==> src/rtl/mem_access_unit_if.sv <==
// RAM-side handshake bundle of the MEM-stage load/store unit.
// master = load/store unit, slave = RAM controller.
interface mem_access_unit_if #(
    parameter int ADDR_WIDTH = 32,
    parameter int DATA_WIDTH = 32
);
    logic                      ram_req_o;
    logic                      ram_we_o;
    logic [DATA_WIDTH/8-1:0]   ram_be_o;
    logic [ADDR_WIDTH-1:0]     ram_addr_o;
    logic [DATA_WIDTH-1:0]     ram_wdata_o;
    logic [DATA_WIDTH-1:0]     ram_rdata_i;
    logic                      ram_ack_i;

    modport master (
        output ram_req_o,
        output ram_we_o,
        output ram_be_o,
        output ram_addr_o,
        output ram_wdata_o,
        input  ram_rdata_i,
        input  ram_ack_i
    );

    modport slave (
        input  ram_req_o,
        input  ram_we_o,
        input  ram_be_o,
        input  ram_addr_o,
        input  ram_wdata_o,
        output ram_rdata_i,
        output ram_ack_i
    );
endinterface

==> src/rtl/mem_access_unit.sv <==
// MEM-stage load/store unit with a handshaked multi-cycle RAM port.
// Define MEM_MISALIGN_TRAP_EN to trap misaligned H/W accesses instead of aligning them.
module mem_access_unit #(
    parameter int          ADDR_WIDTH  = 32,
    parameter int          DATA_WIDTH  = 32,
    parameter int          TIMEOUT_CYC = 16,
    parameter logic [31:0] HALT_ADDR   = 32'h0000_1000
) (
    input  logic                  clk_i,
    input  logic                  rst_ni,
    input  logic [4:0]            reg_waddr_i,
    input  logic                  reg_we_i,
    input  logic [31:0]           reg_wdata_i,
    input  logic [ADDR_WIDTH-1:0] mem_addr_i,
    input  logic [31:0]           mem_data_i,
    input  logic [3:0]            mem_op_i,
    mem_access_unit_if.master     ram,
    output logic [4:0]            reg_waddr_o,
    output logic                  reg_we_o,
    output logic [31:0]           reg_wdata_o,
    output logic                  stall_o,
    output logic                  misalign_o,
    output logic                  bus_err_o,
    output logic                  halt_o
);

    localparam int NB   = DATA_WIDTH / 8;
    localparam int OFFW = $clog2(NB);

    localparam logic [3:0] OP_LB   = 4'b0000;
    localparam logic [3:0] OP_LH   = 4'b0001;
    localparam logic [3:0] OP_LW   = 4'b0010;
    localparam logic [3:0] OP_LBU  = 4'b0100;
    localparam logic [3:0] OP_LHU  = 4'b0101;
    localparam logic [3:0] OP_SB   = 4'b1000;
    localparam logic [3:0] OP_SH   = 4'b1001;
    localparam logic [3:0] OP_SW   = 4'b1010;

    typedef enum logic [1:0] {
        IDLE,
        BUS,
        DONE,
        ERR
    } state_e;

    state_e                  state_q, state_d;
    logic                    mem_i, st_i, sx_i, trap_i;
    logic [1:0]              sz_i;
    logic [OFFW-1:0]         off_i, off_use;
    logic [1:0]              sz_q;
    logic                    st_q, sx_q, we_q, mis_q;
    logic [OFFW-1:0]         off_q;
    logic [ADDR_WIDTH-1:0]   addr_q;
    logic [31:0]             data_q;
    logic [4:0]              waddr_q;
    logic [7:0]              timer_q, timer_d;
    logic [31:0]             load_d, load_q, v;
    logic                    halt_q, halt_set;
    logic [NB-1:0]           be_base;

    always_comb begin
        mem_i = 1'b1;
        sz_i  = 2'd0;
        st_i  = 1'b0;
        sx_i  = 1'b0;
        unique case (1'b1)
            (mem_op_i == OP_LB):  begin sz_i = 2'd0; sx_i = 1'b1; end
            (mem_op_i == OP_LH):  begin sz_i = 2'd1; sx_i = 1'b1; end
            (mem_op_i == OP_LW):  sz_i = 2'd2;
            (mem_op_i == OP_LBU): sz_i = 2'd0;
            (mem_op_i == OP_LHU): sz_i = 2'd1;
            (mem_op_i == OP_SB):  begin sz_i = 2'd0; st_i = 1'b1; end
            (mem_op_i == OP_SH):  begin sz_i = 2'd1; st_i = 1'b1; end
            (mem_op_i == OP_SW):  begin sz_i = 2'd2; st_i = 1'b1; end
            default:              mem_i = 1'b0;
        endcase
    end

    assign off_i = mem_addr_i[OFFW-1:0];

`ifdef MEM_MISALIGN_TRAP_EN
    localparam bit TRAP_EN = 1'b1;
    logic mis_i;
    assign mis_i   = ((sz_i == 2'd1) && off_i[0]) ||
                     ((sz_i == 2'd2) && (off_i[1:0] != 2'b00));
    assign trap_i  = mis_i;
    assign off_use = off_i;
`else
    localparam bit TRAP_EN = 1'b0;
    logic [OFFW-1:0] amask;
    // Misaligned H/W accesses silently round down to their natural boundary.
    assign amask   = (sz_i == 2'd2) ? OFFW'(3) :
                     (sz_i == 2'd1) ? OFFW'(1) : '0;
    assign trap_i  = 1'b0;
    assign off_use = off_i & ~amask;
`endif

    always_comb begin
        v = 32'(ram.ram_rdata_i >> {off_q, 3'b000});
        unique case (sz_q)
            2'd0:    load_d = sx_q ? {{24{v[7]}}, v[7:0]}
                                   : {24'h0, v[7:0]};
            2'd1:    load_d = sx_q ? {{16{v[15]}}, v[15:0]}
                                   : {16'h0, v[15:0]};
            default: load_d = v;
        endcase
    end

    always_comb begin
        unique case (sz_q)
            2'd0:    be_base = NB'(4'h1);
            2'd1:    be_base = NB'(4'h3);
            default: be_base = NB'(4'hF);
        endcase
    end

    assign halt_set = (state_q == DONE) && st_q && (sz_q == 2'd2) &&
                      (addr_q == ADDR_WIDTH'(HALT_ADDR));

    always_ff @(posedge clk_i or negedge rst_ni) begin
        if (!rst_ni) begin
            state_q <= IDLE;
            timer_q <= '0;
            sz_q    <= '0;
            st_q    <= 1'b0;
            sx_q    <= 1'b0;
            we_q    <= 1'b0;
            mis_q   <= 1'b0;
            off_q   <= '0;
            addr_q  <= '0;
            data_q  <= '0;
            waddr_q <= '0;
            load_q  <= '0;
            halt_q  <= 1'b0;
        end else begin
            state_q <= state_d;
            timer_q <= timer_d;
            if (state_q == IDLE && mem_i) begin
                sz_q    <= sz_i;
                st_q    <= st_i;
                sx_q    <= sx_i;
                we_q    <= reg_we_i;
                mis_q   <= trap_i;
                off_q   <= off_use;
                addr_q  <= mem_addr_i;
                data_q  <= mem_data_i;
                waddr_q <= reg_waddr_i;
            end
            if (state_q == BUS && ram.ram_ack_i) begin
                load_q <= load_d;
            end
            if (halt_set) begin
                halt_q <= 1'b1;
            end
        end
    end

    always_comb begin
        state_d         = state_q;
        timer_d         = timer_q;
        stall_o         = 1'b0;
        reg_waddr_o     = '0;
        reg_we_o        = 1'b0;
        reg_wdata_o     = '0;
        misalign_o      = 1'b0;
        bus_err_o       = 1'b0;
        ram.ram_req_o   = 1'b0;
        ram.ram_we_o    = 1'b0;
        ram.ram_be_o    = '0;
        ram.ram_addr_o  = '0;
        ram.ram_wdata_o = '0;
        unique case (state_q)
            IDLE: begin
                if (mem_i) begin
                    stall_o = 1'b1;
                    state_d = trap_i ? ERR : BUS;
                end else begin
                    reg_waddr_o = reg_waddr_i;
                    reg_we_o    = reg_we_i;
                    reg_wdata_o = reg_wdata_i;
                end
            end
            BUS: begin
                stall_o         = 1'b1;
                ram.ram_req_o   = 1'b1;
                ram.ram_we_o    = st_q;
                ram.ram_be_o    = st_q ? (be_base << off_q) : '1;
                ram.ram_addr_o  = {addr_q[ADDR_WIDTH-1:OFFW], {OFFW{1'b0}}};
                ram.ram_wdata_o = DATA_WIDTH'(data_q) << {off_q, 3'b000};
                // Ack beats the timeout when both land in the same cycle.
                if (ram.ram_ack_i) begin
                    state_d = DONE;
                    timer_d = '0;
                end else if (timer_q == 8'(TIMEOUT_CYC - 1)) begin
                    state_d = ERR;
                    timer_d = '0;
                end else begin
                    timer_d = timer_q + 8'd1;
                end
            end
            DONE: begin
                reg_waddr_o = waddr_q;
                reg_we_o    = we_q & ~st_q;
                reg_wdata_o = st_q ? '0 : load_q;
                state_d     = IDLE;
            end
            default: begin
                misalign_o = TRAP_EN & mis_q;
                bus_err_o  = ~mis_q;
                state_d    = IDLE;
            end
        endcase
        // Outputs read zero for the whole reset, including the comb paths.
        if (!rst_ni) begin
            stall_o         = 1'b0;
            reg_waddr_o     = '0;
            reg_we_o        = 1'b0;
            reg_wdata_o     = '0;
            misalign_o      = 1'b0;
            bus_err_o       = 1'b0;
            ram.ram_req_o   = 1'b0;
            ram.ram_we_o    = 1'b0;
            ram.ram_be_o    = '0;
            ram.ram_addr_o  = '0;
            ram.ram_wdata_o = '0;
        end
    end

    assign halt_o = rst_ni & (halt_q | halt_set);

endmodule
==> src/flat_wrapper.sv <==
// flat-port wrapper written by rule: the top's interface ports become plain ports
module mem_access_unit_flat 
#(
    parameter int          ADDR_WIDTH  = 32,
    parameter int          DATA_WIDTH  = 32,
    parameter int          TIMEOUT_CYC = 16,
    parameter logic [31:0] HALT_ADDR   = 32'h0000_1000
)
  (clk_i, rst_ni, reg_waddr_i, reg_we_i, reg_wdata_i, mem_addr_i, mem_data_i, mem_op_i, reg_waddr_o, reg_we_o, reg_wdata_o, stall_o, misalign_o, bus_err_o, halt_o, ram_ram_req_o, ram_ram_we_o, ram_ram_be_o, ram_ram_addr_o, ram_ram_wdata_o, ram_ram_rdata_i, ram_ram_ack_i);
  mem_access_unit_if #(.ADDR_WIDTH(ADDR_WIDTH), .DATA_WIDTH(DATA_WIDTH)) ram_i ();
  input  logic clk_i;
  input  logic rst_ni;
  input  logic [4:0] reg_waddr_i;
  input  logic reg_we_i;
  input  logic [31:0] reg_wdata_i;
  input  logic [ADDR_WIDTH-1:0] mem_addr_i;
  input  logic [31:0] mem_data_i;
  input  logic [3:0] mem_op_i;
  output logic [4:0] reg_waddr_o;
  output logic reg_we_o;
  output logic [31:0] reg_wdata_o;
  output logic stall_o;
  output logic misalign_o;
  output logic bus_err_o;
  output logic halt_o;
  output wire logic [$bits(ram_i.ram_req_o)-1:0] ram_ram_req_o;
  output wire logic [$bits(ram_i.ram_we_o)-1:0] ram_ram_we_o;
  output wire logic [$bits(ram_i.ram_be_o)-1:0] ram_ram_be_o;
  output wire logic [$bits(ram_i.ram_addr_o)-1:0] ram_ram_addr_o;
  output wire logic [$bits(ram_i.ram_wdata_o)-1:0] ram_ram_wdata_o;
  input wire logic [$bits(ram_i.ram_rdata_i)-1:0] ram_ram_rdata_i;
  input wire logic [$bits(ram_i.ram_ack_i)-1:0] ram_ram_ack_i;
  assign ram_ram_req_o = ram_i.ram_req_o;
  assign ram_ram_we_o = ram_i.ram_we_o;
  assign ram_ram_be_o = ram_i.ram_be_o;
  assign ram_ram_addr_o = ram_i.ram_addr_o;
  assign ram_ram_wdata_o = ram_i.ram_wdata_o;
  assign ram_i.ram_rdata_i = ram_ram_rdata_i;
  assign ram_i.ram_ack_i = ram_ram_ack_i;
  mem_access_unit #(.ADDR_WIDTH(ADDR_WIDTH), .DATA_WIDTH(DATA_WIDTH), .TIMEOUT_CYC(TIMEOUT_CYC), .HALT_ADDR(HALT_ADDR)) u_core (.clk_i(clk_i), .rst_ni(rst_ni), .reg_waddr_i(reg_waddr_i), .reg_we_i(reg_we_i), .reg_wdata_i(reg_wdata_i), .mem_addr_i(mem_addr_i), .mem_data_i(mem_data_i), .mem_op_i(mem_op_i), .ram(ram_i), .reg_waddr_o(reg_waddr_o), .reg_we_o(reg_we_o), .reg_wdata_o(reg_wdata_o), .stall_o(stall_o), .misalign_o(misalign_o), .bus_err_o(bus_err_o), .halt_o(halt_o));
endmodule
==> config.mk <==
export PLATFORM = sky130hd
export DESIGN_NAME = mem_access_unit_flat
export DESIGN_NICKNAME = d
export VERILOG_FILES = /design/src/rtl/mem_access_unit_if.sv /design/src/rtl/mem_access_unit.sv /design/src/flat_wrapper.sv
export SDC_FILE = /design/constraint.sdc
export NUM_CORES = 1
export LEC_CHECK = 0
export ABC_AREA = 1
export CORE_MARGIN = 3
export CORE_UTILIZATION = 30
export DETAILED_ROUTE_END_ITERATION = 6
export REMOVE_ABC_BUFFERS = 1
export SLEW_MARGIN = 20
export SYNTH_ARGS = -nofsm -noshare
export SYNTH_HDL_FRONTEND = slang
export SYNTH_SLANG_ARGS = --single-unit
export TNS_END_PERCENT = 30
==> constraint.sdc <==
create_clock -name clk_i -period 2.4 [get_ports clk_i]
set_clock_uncertainty 0.2 [all_clocks]
set_input_delay 0.48 -clock clk_i [delete_from_list [all_inputs] [get_ports clk_i]]
set_output_delay 0.48 -clock clk_i [all_outputs]
set_load 0.005 [all_outputs]
* Yosys cells after proc, flatten, opt, wreduce, memory -nomap -nowiden
Cells that the tools add are included.
Widths: inputs -> output; s select.
** Storage, ports and cells
- Bits of input ports :: 141
- Logic and storage cells :: 96
- Register bits :: 119
- Output and inout bits :: 112
** Operators by class
- Bitwise logic cells :: 6
- Eq/ne operators :: 17
- Muxes and demuxes :: 42
- Reduce and logical (&&, ||, !) cells :: 15
- $add $sub $neg :: 1
- Shift operators :: 3
** Operator list (number)
- $mux 32 :: 9
- $pmux 32 s2 :: 2
- $eq 32x13->1 const B :: 1
- $shl 32x5->32 :: 1
- $shr 32x5->32 :: 1
- $mux 8 :: 2
- $mux 1 :: 14
- $eq 4x4->1 const B :: 3
- $mux 4 :: 3
- $mux 5 :: 2
- $pmux 5 s2 :: 1
- $reduce_or 3->1 :: 3
- $add 8x1->8 const B :: 1
- $eq 4x3->1 const B :: 2
- $eq 8x4->1 const B :: 1
- $mux 2 :: 4
- $pmux 2 s2 :: 2
- $pmux 4 s2 :: 1
- $reduce_or 8->1 :: 1
- $eq 2x1->1 const B :: 3
- $eq 2x2->1 const B :: 3
- $logic_and 1x1->1 :: 5
- $eq 4x1->1 const B :: 1
- $eq 4x2->1 const B :: 1
- other kinds (13) :: 17

* Depth between registers and ports, before layout
Gate-level depths: netlist of the first run.
- Depth after elaboration :: 8
- Depth in mapped cells :: 9
- Depth with buffers taken out :: 8

* Worst setup path after synthesis of the first run
OpenSTA, ideal clock, no wires.
- Path kind :: input to output
- Start :: input port mem_op_i[1]
- End :: output port reg_wdata_o[22]
- Stages :: 6
- Data arrival time :: 1.314 ns
- Data required time :: 1.720 ns
- Path buffers :: 2
- Path slack :: 0.406 ns
- Cell sequence :: a21oi_1 > nor2_1 > buf_2 > buf_2 > nand3_1 > a21oi_1
** Between the ends
- Longest elaborated chain between the ends :: 6
- Elaborated cells between the ends (all ways) :: 13
- Classes of those cells :: 7 x eq/ne; 4 x mux; 2 x reduce/logical
** Ends and longest elaborated chain
- start, declared :: line flat_wrapper.sv:18 : input logic [3:0] mem_op_i;
- $eq 4x4->1 (tied with other cells) :: line mem_access_unit.sv:74 : (mem_op_i == OP_SW): begin sz_i = 2'd2; st_i = 1'b1; end
- $reduce_or 8->1 (no line) (*)
- $mux 1 (*) :: line mem_access_unit.sv:66 : unique case (1'b1)
- $mux 32 (*) :: line mem_access_unit.sv:174 : if (mem_i) begin
- $pmux 32 s2 (*) :: line mem_access_unit.sv:172 : unique case (state_q)
- $mux 32 (*) :: line mem_access_unit.sv:214 : if (!rst_ni) begin
- end, declared :: line flat_wrapper.sv:21 : output logic [31:0] reg_wdata_o;
Mark *: on every way between the ends. The rest lies on a longest branch, timed or not.

* Worst setup path in the final report of the first run
- Start :: register u_core.state_q[1]
- End :: output port ram_ram_be_o[1]
** Between the ends
- Longest elaborated chain between the ends :: 3
** Ends and longest elaborated chain
- start, declared :: line mem_access_unit.sv:46 : state_e state_q, state_d;
- start signal, assigned :: line mem_access_unit.sv:136 : state_q <= state_d;
- $eq 2x1->1 :: line mem_access_unit.sv:172
- $mux 4 :: line mem_access_unit.sv:172
- $mux 4 :: line mem_access_unit.sv:214
- end, declared :: line flat_wrapper.sv:28 : output wire logic [$bits(ram_i.ram_be_o)-1:0] ram_ram_be_o;
No other way between the ends.

==> results of run 1 <==
-- placed cells by master (no fill, tap or decap), drive strengths merged, types with 3 or more instances in the layout --
master	n
xor2	3
dfrtp	119
nand2	366
or2	16
a21oi	81
dlymetal6s2s	20
buf	189
o22ai	4
clkinv	10
ha	3
o21ai	48
a31oi	17
nor2	116
o211ai	9
nor3	5
dlygate4sd2	5
clkbuf	28
conb	3
clkdlybuf4s15	8
inv	69
clkdlybuf4s50	135
nand3	114
-- worst max-delay path, stage by stage (launching register included) --
cell	delay, ns
dfrtp_1	0.41
nor2_4	0.16
inv_2	0.07
nor2_4	0.11
inv_2	0.08
nor2_4	0.16
inv_4	0.05
buf_6	0.12
buf_6	0.10
o21ai_1	0.11
buf_2	0.14
-- through the flow --
stage / std cells / setup TNS [ns] / utilization (%) / worst slack [ns]
final: 1690 / -7.98 / 53.0 / -0.208
after CTS: 1676 / -13.03 / 51.2 / -0.222
after floorplan: 974 / -258.02 / - / -2.88
after global routing: 1690 / -14.44 / 53.0 / -0.289
after global placement: 1592 / -31.96 / 44.7 / -0.563
after detailed placement: 1592 / -35.56 / 44.7 / -0.589
-- where the power goes --
| group | internal, mW | switching [mW] | leakage [nW] | total [mW] |
|---|---|---|---|---|
| Sequential | 2.94 | 0.645 | 1.47 | 3.59 |
| Clock | 1.45 | 1.04 | 0.280 | 2.48 |
| Combinational | 3.84 | 4.26 | 4.26 | 8.10 |
-- state kept, by name, summed over array words and instances (netlist names) --
register / cells
u_core.addr_q: 32
u_core.data_q: 32
u_core.load_q: 32
u_core.timer_q: 8
u_core.waddr_q: 5
u_core.off_q: 2
u_core.state_q: 2
u_core.sz_q: 2
u_core.halt_q: 1
u_core.st_q: 1
u_core.sx_q: 1
u_core.we_q: 1
-- what timing repair did --
action	in CTS	in global routing
pin swaps	56	27
endpoints found under the setup margin	109	109
resized for setup	439	123
setup buffers	35	11
cloned	15	3
endpoints found under the hold margin	24	0
hold buffers	2	0
-- routing by layer --
layer	global-route usage, %	share of wire (%)	vias to the layer above
met5	0	0	-
met4	7.32	2.5	0
met3	6.26	6.5	48
met2	35.1	46	260
met1	29.6	45	3846
li1	-	-	4009
-- final cells by class --
class / count / area [um^2] / area share [%]
flip-flops and latches: 119 / 2980 / 24.7
well taps: 313 / 392 / 3.24
clock inverters: 15 / 146 / 1.21
multi-input cells: 790 / 4020 / 33.3
repair buffers: 370 / 3860 / 32.0
clock buffers: 17 / 425 / 3.52
inverters: 66 / 260 / 2.15
-- how the worst min path moves through the flow --
stage / from / to / slack, ns / cells after the start
finish: rst_ni / u_core.load_q[9] / 0.05 / 3
global route: rst_ni / u_core.load_q[9] / 0.08 / 3
CTS: rst_ni / u_core.load_q[18] / 0.05 / 3
detailed placement: u_core.halt_q / u_core.halt_q / 0.24 / 2
global placement: u_core.halt_q / u_core.halt_q / 0.23 / 2
floorplan: rst_ni / u_core.addr_q[0] / -0.02 / 0
-- cell families after synthesis --
| family | Yosys count | synth area share (%) |
|---|---|---|
| flops | 119 | 42.5 |
| buf+inv | 139 | 8.15 |
| compound gates | 162 | 12.4 |
| fa+ha+maj | 3 | 0.535 |
| simple gates | 618 | 36.1 |
| xor+xnor | 3 | 0.375 |
| other cells | 1 | 0.0535 |
==> results.yml, run 1 <==
global_route:
  grt_first_pass_wirelength_mm: 45.2
  grt_overflow: 0
  antenna_found_initial: 0
  grt_usage_pct: 22.3
  grt_pass1_vias: 8167
  grt_max_degree: 84
clock_network:
  cts.sinks: 119
  clkLatencyLatePin_ns: 0.41
  cts_tree: "built"
  clk_pin_slew_ns: 0.06
  h-tree-depth: 4
  cts_buffers: 17
  clockBufferDepth: 2
  cts-root-buf: "clkbuf_16"
critical_path:
  critPathKind: "flip-flop to output pin"
  r2r_slack_ns: 0.22
  cp_max_fo: 4
  worst_setup_path_end_kind: "output pin"
  worstPathArrival_ns: 1.93
  r2r_cells: 10
  r2r_start: "u_core.state_q[1]"
  cp-start-kind: "flip-flop"
  crit_required_ns: 1.72
  reg2reg_to: "u_core.data_q[26]"
  critPathCapture: "ram_ram_be_o[1]"
  critPathLaunch: "u_core.state_q[1]"
pwr:
  p_leak_nw: 6.02
  powerDensity_nw_per_um2: 1170
  power.total_mw: 14.2
  ir_drop_mv: 0.696
finish:
  diodes: 0
  stdcell_area_um2: 12100
  syn2layout_area_growth_pct: 72.3
  finalNetCount: 1508
  drive_gt1_share_pct: 27.1
  nFillCells: 2176
timing:
  period_needed_ns: 2.61
  hold_viol_final: 0
  drv_slew: 0
  setup_violations: 71
  grt_setup_unrepaired: "true"
  whs_ns: 0.0536
  finalWorstSetupSlack_ns: -0.208
  worst_pin_slew_ns: 0.895
  max_freq_mhz: 383
  fin_crit_sh_pct: 109
  maxSlewHeadroom_pct: 40.3
floorplan:
  die-area_um2: 25300
  io_pins: 253
  die-width_um: 159
  initial_utilization_pct: 30.8
  rows: 55
  fp.dieH_um: 159
  core-area_um2: 22800
yosys:
  yosys-top-cells-count: "364 x nand2_1, 119 x dfrtp_1, 114 x nand3_1, 113 x nor2_1, 81 x a21oi_1"
  netlist_top_cells_area: "dfrtp_1 42%, nand2_1 19%, nand3_1 8.1%"
  synth_cell_types: 28
  ys_ff_latch: 119
  synth_seq_area_share_pct: 42.5
  synth_top_area_share_pct: 42.5
  synthFlopType: "dfrtp_1"
  synth_top_area_cell: "dfrtp_1"
  syn_inst: 1045
  post_synth.cell_area_avg_um2: 6.71
  synthMostInstantiatedCell: "nand2_1"
  async_flop_share_pct: 100
  netlist_area_um2: 7010
  yosysWarnings: 0
  synth_edf_count: 0
placed_design:
  port_buffers: 249
  gp_congestion: 0.870
  hpwl_mm: 17.8
  placed_cell_area_um2: 10200
route:
  routed_wl_mm: 29.2
  drt-wirelength-per-cell_um: 17.3
  first_pass_iters: 5
  viasPerCell: 4.83
  ant_nets: 0
  remaining_drc_errors: 0
  drt_iter0_markers: 510
  via_count: 8163
min_path:
  hold_path_class: "primary input to async pin"
run_status:
  violations: "negative setup slack"
  status: "finished, violations left"
job:
  maxCapViolCount: 0
No activity file was read; power rests on OpenSTA's default activity.
==> run 2: changes to the inputs <==
Settings changed: ABC_AREA 1 to 0.
Clock period 2.4 ns to 2.3 ns, I/O delays scaled along.
==> run 2 against run 1 <==
The run still ends with negative setup slack left. Sequential power up 7.5%. Core utilization down 0.10 points. Register-to-register slack worse by 0.33 ns. Synthesized cell count down 35%. Global-route usage down 3.2 points. Synthesized area down 4.9%. Combinational power down 15%. First-iteration DRC count down 42%. Sequential share of layout area up 1.6 points. Final area down 6.2%. Critical path type unchanged. Critical endpoint is now ram_ram_wdata_o[4]. Largest cell class unchanged.
==> results.yml, run 2 <==
run_status:
  status: "finished, violations left"
  violations: "negative setup slack"
yosys:
  synthFlopType: "dfrtp_1"
  synth_top_area_share_pct: 44.6
  post_synth.cell_area_avg_um2: 9.83
  yosysWarnings: 0
  synth_edf_count: 0
  synth_top_area_cell: "dfrtp_1"
  netlist_area_um2: 6670
  yosys-top-cells-count: "119 x dfrtp_1, 90 x nor2_1, 53 x mux2_2, 45 x clkbuf_1, 43 x nand2_1"
  syn_inst: 679
  synthMostInstantiatedCell: "dfrtp_1"
  synth_cell_types: 51
  netlist_top_cells_area: "dfrtp_1 45%, mux2_2 8.9%, mux2i_1 5.1%"
  async_flop_share_pct: 100
  ys_ff_latch: 119
  synth_seq_area_share_pct: 44.6
pwr:
  p_leak_nw: 5.12
  powerDensity_nw_per_um2: 1160
  ir_drop_mv: 0.597
route:
  remaining_drc_errors: 0
  via_count: 6529
  viasPerCell: 4.93
  first_pass_iters: 4
  drt-wirelength-per-cell_um: 18.0
  routed_wl_mm: 23.8
  ant_nets: 0
  drt_iter0_markers: 294
finish:
  reg.largest.list: "u_core.addr_q x32, u_core.data_q x32, u_core.load_q x32"
  layout.cells.non_filler: 1324
  finalNetCount: 1180
  drive_gt1_share_pct: 41.9
  layout_common_cells: "135 x clkdlybuf4s50_1, 117 x dfrtp_1, 94 x buf_4"
  syn2layout_area_growth_pct: 69.9
  diodes: 0
  mostFrequentLayoutCell: "clkdlybuf4s50_1"
timing:
  finalWorstSetupSlack_ns: -0.366
  drv_slew: 0
  period_needed_ns: 2.67
  maxSlewHeadroom_pct: 65.6
  setup_violations: 113
  fin_crit_sh_pct: 116
  worst_pin_slew_ns: 0.514
  hold_viol_final: 0
  max_freq_mhz: 375
  grt_setup_unrepaired: "true"
  setup_tns_ns: -22.64
floorplan:
  core-area_um2: 21400
  die-area_um2: 24100
  rows: 53
  initial_utilization_pct: 31.2
  io_pins: 253
  fp.dieH_um: 155
  die-width_um: 155
global_route:
  grt_first_pass_wirelength_mm: 36.3
  antenna_found_initial: 1
  grt_overflow: 0
  grt_max_degree: 35
  grt_usage_pct: 19.0
  grt_pass1_vias: 6525
clock_network:
  clkLatencyLatePin_ns: 0.42
  cts-root-buf: "clkbuf_16"
  clk_pin_slew_ns: 0.06
  cts_tree: "built"
  cts_buffers: 17
  h-tree-depth: 4
  cts.sinks: 119
  clockBufferDepth: 2
critical_path:
  r2r_slack_ns: -0.11
  r2r_cells: 7
  reg2reg_to: "u_core.load_q[17]"
  crit_required_ns: 1.64
  critPathKind: "flip-flop to output pin"
  r2r_start: "u_core.off_q[0]"
  cp-start-kind: "flip-flop"
  worst_setup_path_end_kind: "output pin"
  cp_max_fo: 3
  worstPathArrival_ns: 2.01
min_path:
  hold_path_class: "primary input to async pin"
placed_design:
  gp_congestion: 0.767
  hpwl_mm: 16.5
  port_buffers: 249
  dp.cells: 1248
job:
  maxCapViolCount: 0
## run 2: changes by cell type in the layout (fill, tap and decap cells not counted), sizes merged, moves of 18 or more
cell	change
a22oi	+33
a211oi	+18
mux2	+77
inv	-64
a21oi	-45
nor2	-26
buf	+45
nand3	-97
mux2i	+34
o21ai	-25
and2	+19
and3	+33
nand2	-323
dlymetal6s2s	-20
## run 2: routing by layer
layer,wire [um],global-route usage (%)
met1,10500,25.1
met2,11600,31.1
met3,1400,4.92
met4,303,5.26
met5,13,0
## run 2: critical path, stage by stage (launching register included)
cell	delay, ns
dfrtp_1	0.41
buf_6	0.14
nor2b_4	0.13
buf_6	0.11
nand3b_1	0.12
nor2_1	0.12
buf_4	0.15
buf_6	0.11
buf_6	0.09
and2_4	0.13
buf_6	0.08
## run 2: repair_timing
item                                    4_1_cts  5_1_grt
gates resized for setup                     510       64
hold buffers                                  3        0
endpoints found under the setup margin      129      126
cloned                                        6        4
buffers inserted                             28        8
hold endpoints to repair                     52        0
pin swaps                                    57       53
## run 2: metrics by stage
step / utilization [%] / setup WS (ns) / hold slack, ns / instance area [um^2] / power (mW)
global placement: 47.5 / -0.647 / 0.239 / 10200 / 9.62
finish: 52.9 / -0.366 / 0.100 / 11300 / 13.2
detailed placement: 47.5 / -0.685 / 0.270 / 10200 / 9.71
global route: 52.9 / -0.464 / 0.117 / 11300 / 14.1
CTS: 51.6 / -0.473 / 0.0960 / 11000 / 12.9
floorplan: - / -1.85 / -0.0356 / 6430 / 6.68
## run 2: worst max path at each step
stage / start / end / slack (ns) / cells past startpoint
after CTS: u_core.state_q[1] / ram_ram_wdata_o[4] / -0.47 / 10
after detailed placement: mem_op_i[2] / reg_wdata_o[11] / -0.69 / 8
after global placement: mem_op_i[0] / reg_wdata_o[15] / -0.65 / 8
after global routing: u_core.state_q[1] / ram_ram_wdata_o[4] / -0.46 / 10
after floorplan: u_core.state_q[1] / reg_wdata_o[0] / -1.85 / 3
final: u_core.state_q[1] / ram_ram_wdata_o[4] / -0.37 / 10
## run 2: report_power, final
| part | switching [mW] | internal, mW | total, mW | leakage, nW |
|---|---|---|---|---|
| clock network | 1.03 | 1.38 | 2.41 | 0.260 |
| registers | 0.764 | 3.10 | 3.86 | 1.45 |
| logic | 3.08 | 3.83 | 6.91 | 3.40 |
| total | 4.87 | 8.31 | 13.2 | 5.12 |
## run 2: cells by family (layout without fill, tap and decap cells)
group | Yosys count | in the layout | synth area share, %
buffers and inverters | 61 | 429 | 3.86
muxes | 112 | 112 | 18.4
xor gates and xnor gates | 2 | 2 | 0.263
AOI/OAI and AO/OA | 132 | 132 | 13.0
other | 1 | 3 | 0.0562
and+or+nand+nor | 249 | 249 | 19.2
adders and majority gates | 3 | 3 | 0.562
DFF | 119 | 119 | 44.6
## run 2: cell type report
cell class | count | area [um^2]
clock buffers | 18 | 429
multi-input cells | 501 | 3900
flip-flops and latches | 119 | 2980
well taps | 275 | 344
inverters | 3 | 11.3
fillers | 1980 | 10100
clock inverters | 14 | 105
repair buffers | 394 | 3560
==> run 3: changes to the inputs <==
Settings changed: ABC_AREA 0 to default, CORE_UTILIZATION 30 to 41, PLACE_DENSITY from default to 0.78.
==> run 3 against run 2 <==
Global-route usage up 8.6 points. Critical endpoint is now reg_wdata_o[3]. The flow still finishes with violations (negative setup slack). Sequential power up 3%. Combinational power up 3%. Largest cell class unchanged. Critical path type unchanged.
==> results.yml, run 3 (same netlist as run 2, synthesis figures left out) <==
clock_network:
  h-tree-depth: 4
  cts.sinks: 119
  cts_buffers: 17
  cts_tree: "built"
  clockBufferDepth: 2
  clkLatencyLatePin_ns: 0.41
  clk_pin_slew_ns: 0.06
  cts-root-buf: "clkbuf_16"
global_route:
  grt_overflow: 0
  antenna_found_initial: 0
  grt_first_pass_wirelength_mm: 38.9
  grt_pass1_vias: 7145
  grt_usage_pct: 27.6
  grt_max_degree: 42
placed_design:
  gp_congestion: 0.827
  hpwl_mm: 15.7
  placed_cell_area_um2: 10100
  port_buffers: 249
  place_ws_ns: -0.772
timing:
  finalWorstSetupSlack_ns: -0.369
  fin_crit_sh_pct: 116
  maxSlewHeadroom_pct: 58.9
  drv_slew: 0
  hold_viol_final: 0
  worst_pin_slew_ns: 0.614
  setup_violations: 123
  period_needed_ns: 2.67
  grt_setup_unrepaired: "true"
  max_freq_mhz: 375
finish:
  mostFrequentLayoutCell: "clkdlybuf4s50_1"
  reg.largest.list: "u_core.addr_q x32, u_core.data_q x32, u_core.load_q x32"
  drive_gt1_share_pct: 43.4
  diodes: 0
  nFillCells: 1146
  syn2layout_area_growth_pct: 72.2
  finalNetCount: 1179
  stdcell_area_um2: 11500
  layout_common_cells: "135 x clkdlybuf4s50_1, 115 x dfrtp_1, 93 x buf_4"
floorplan:
  die-width_um: 134
  fp.dieH_um: 134
  initial_utilization_pct: 42.0
  die-area_um2: 17800
  core-area_um2: 15900
  rows: 46
  io_pins: 253
min_path:
  hold_path_class: "primary input to async pin"
pwr:
  ir_drop_mv: 0.663
  p_leak_nw: 5.16
  powerDensity_nw_per_um2: 1210
  power.total_mw: 13.9
critical_path:
  r2r_start: "u_core.state_q[0]"
  critPathKind: "flip-flop to output pin"
  worstPathArrival_ns: 2.01
  cpPeakStageDelay_ns: 0.45
  worst_setup_path_end_kind: "output pin"
  cp.depth: 7
  cp-start-kind: "flip-flop"
  cp_top_family: "buffers and inverters"
  crit_path_top_delay_cell: "dfrtp_2"
  cp_max_fo: 8
  crit_required_ns: 1.64
  r2r_cells: 10
  reg2reg_to: "u_core.load_q[23]"
  crit_chain: "nor4_4 > buf_4 > buf_8 > buf_6 > a22oi_2 > nor2_1 > buf_2"
  critical_path_buf_inv_count: 4
  r2r_slack_ns: -0.11
route:
  via_count: 6963
  ant_nets: 0
  viasPerCell: 5.51
  drt_iter0_markers: 375
  routed_wl_mm: 25.7
  first_pass_iters: 5
  remaining_drc_errors: 0
  drt-wirelength-per-cell_um: 20.4
run_status:
  status: "finished, violations left"
  violations: "negative setup slack"
job:
  maxCapViolCount: 0
run 3: changes by cell type in the layout (fill, tap and decap cells not counted), moves of 4 or more:
cell | before | now
clkdlybuf4s15_2 | 13 | 8
buf_6 | 31 | 44
clkinv_4 | 6 | 2
and3_4 | 3 | 13
and3_1 | 30 | 20
bufinv_16 | 0 | 4
buf_2 | 89 | 76
run 3: stage by stage:
step / cells / setup TNS, ns / hold WS [ns] / util [%]
6_report: 1264 / -22.64 / 0.0441 / 72.4
5_1_grt: 1264 / -29.84 / 0.0464 / 72.4
4_1_cts: 1253 / -17.37 / 0.0261 / 70.2
3_5_place_dp: 1185 / -48.84 / 0.234 / 63.4
3_3_place_gp: 1185 / -41.88 / 0.229 / 63.4
2_1_floorplan: 623 / -231.52 / -0.0356 / -
run 3: per-layer routing:
metal / vias up / global-route usage [%] / wire length [um] / part of all wire (%)
li1: 3169 / - / - / -
met1: 3438 / 32.8 / 9960 / 39
met2: 299 / 49.1 / 12900 / 50
met3: 57 / 7.14 / 2020 / 7.9
met4: 0 / 8.34 / 894 / 3.5
met5: - / 0 / 0 / 0
run 3: how the worst max path moves through the flow:
stage,from,end,slack (ns)
2_1_floorplan,u_core.state_q[1],reg_wdata_o[0],-1.85
3_3_place_gp,mem_op_i[2],reg_wdata_o[4],-0.66
3_5_place_dp,mem_op_i[2],reg_wdata_o[18],-0.77
4_1_cts,u_core.state_q[1],ram_ram_wdata_o[6],-0.34
5_1_grt,u_core.addr_q[31],halt_o,-0.45
6_report,u_core.state_q[0],reg_wdata_o[3],-0.37
run 3: worst reg2reg max path: stages, from the launching register on:
cell	delay, ns
dfrtp_2	0.45
buf_6	0.13
nor2b_4	0.12
buf_6	0.12
buf_12	0.12
buf_16	0.14
buf_4	0.16
nand2_4	0.10
buf_4	0.32
nor2_1	0.09
a221o_1	0.32
run 3: area by class of cell:
type,instances,area (um^2),share of cell area (%)
Clock buffer,17,425,3.70
Clock inverter,15,203,1.76
Inverter,3,11.3,0.0980
Multi-Input combinational cell,501,4000,34.8
Sequential cell,119,2980,26.0
Tap cell,216,270,2.35
Timing Repair Buffer,393,3600,31.3
run 3: timing repair:
action | 4_1_cts | 5_1_grt
setup endpoints to repair | 133 | 124
setup buffers | 25 | 14
pin swaps | 70 | 49
gates resized for setup | 518 | 86
endpoints found under the hold margin | 23 | 0
gates cloned | 7 | 4
hold buffers | 4 | 0
run 3: report_power, final:
part           switching (mW)  total [mW]  internal, mW
Combinational            3.27        7.09          3.82
Sequential              0.876        3.98          3.10
Clock                    1.01        2.83          1.82
Total                    5.16        13.9          8.73
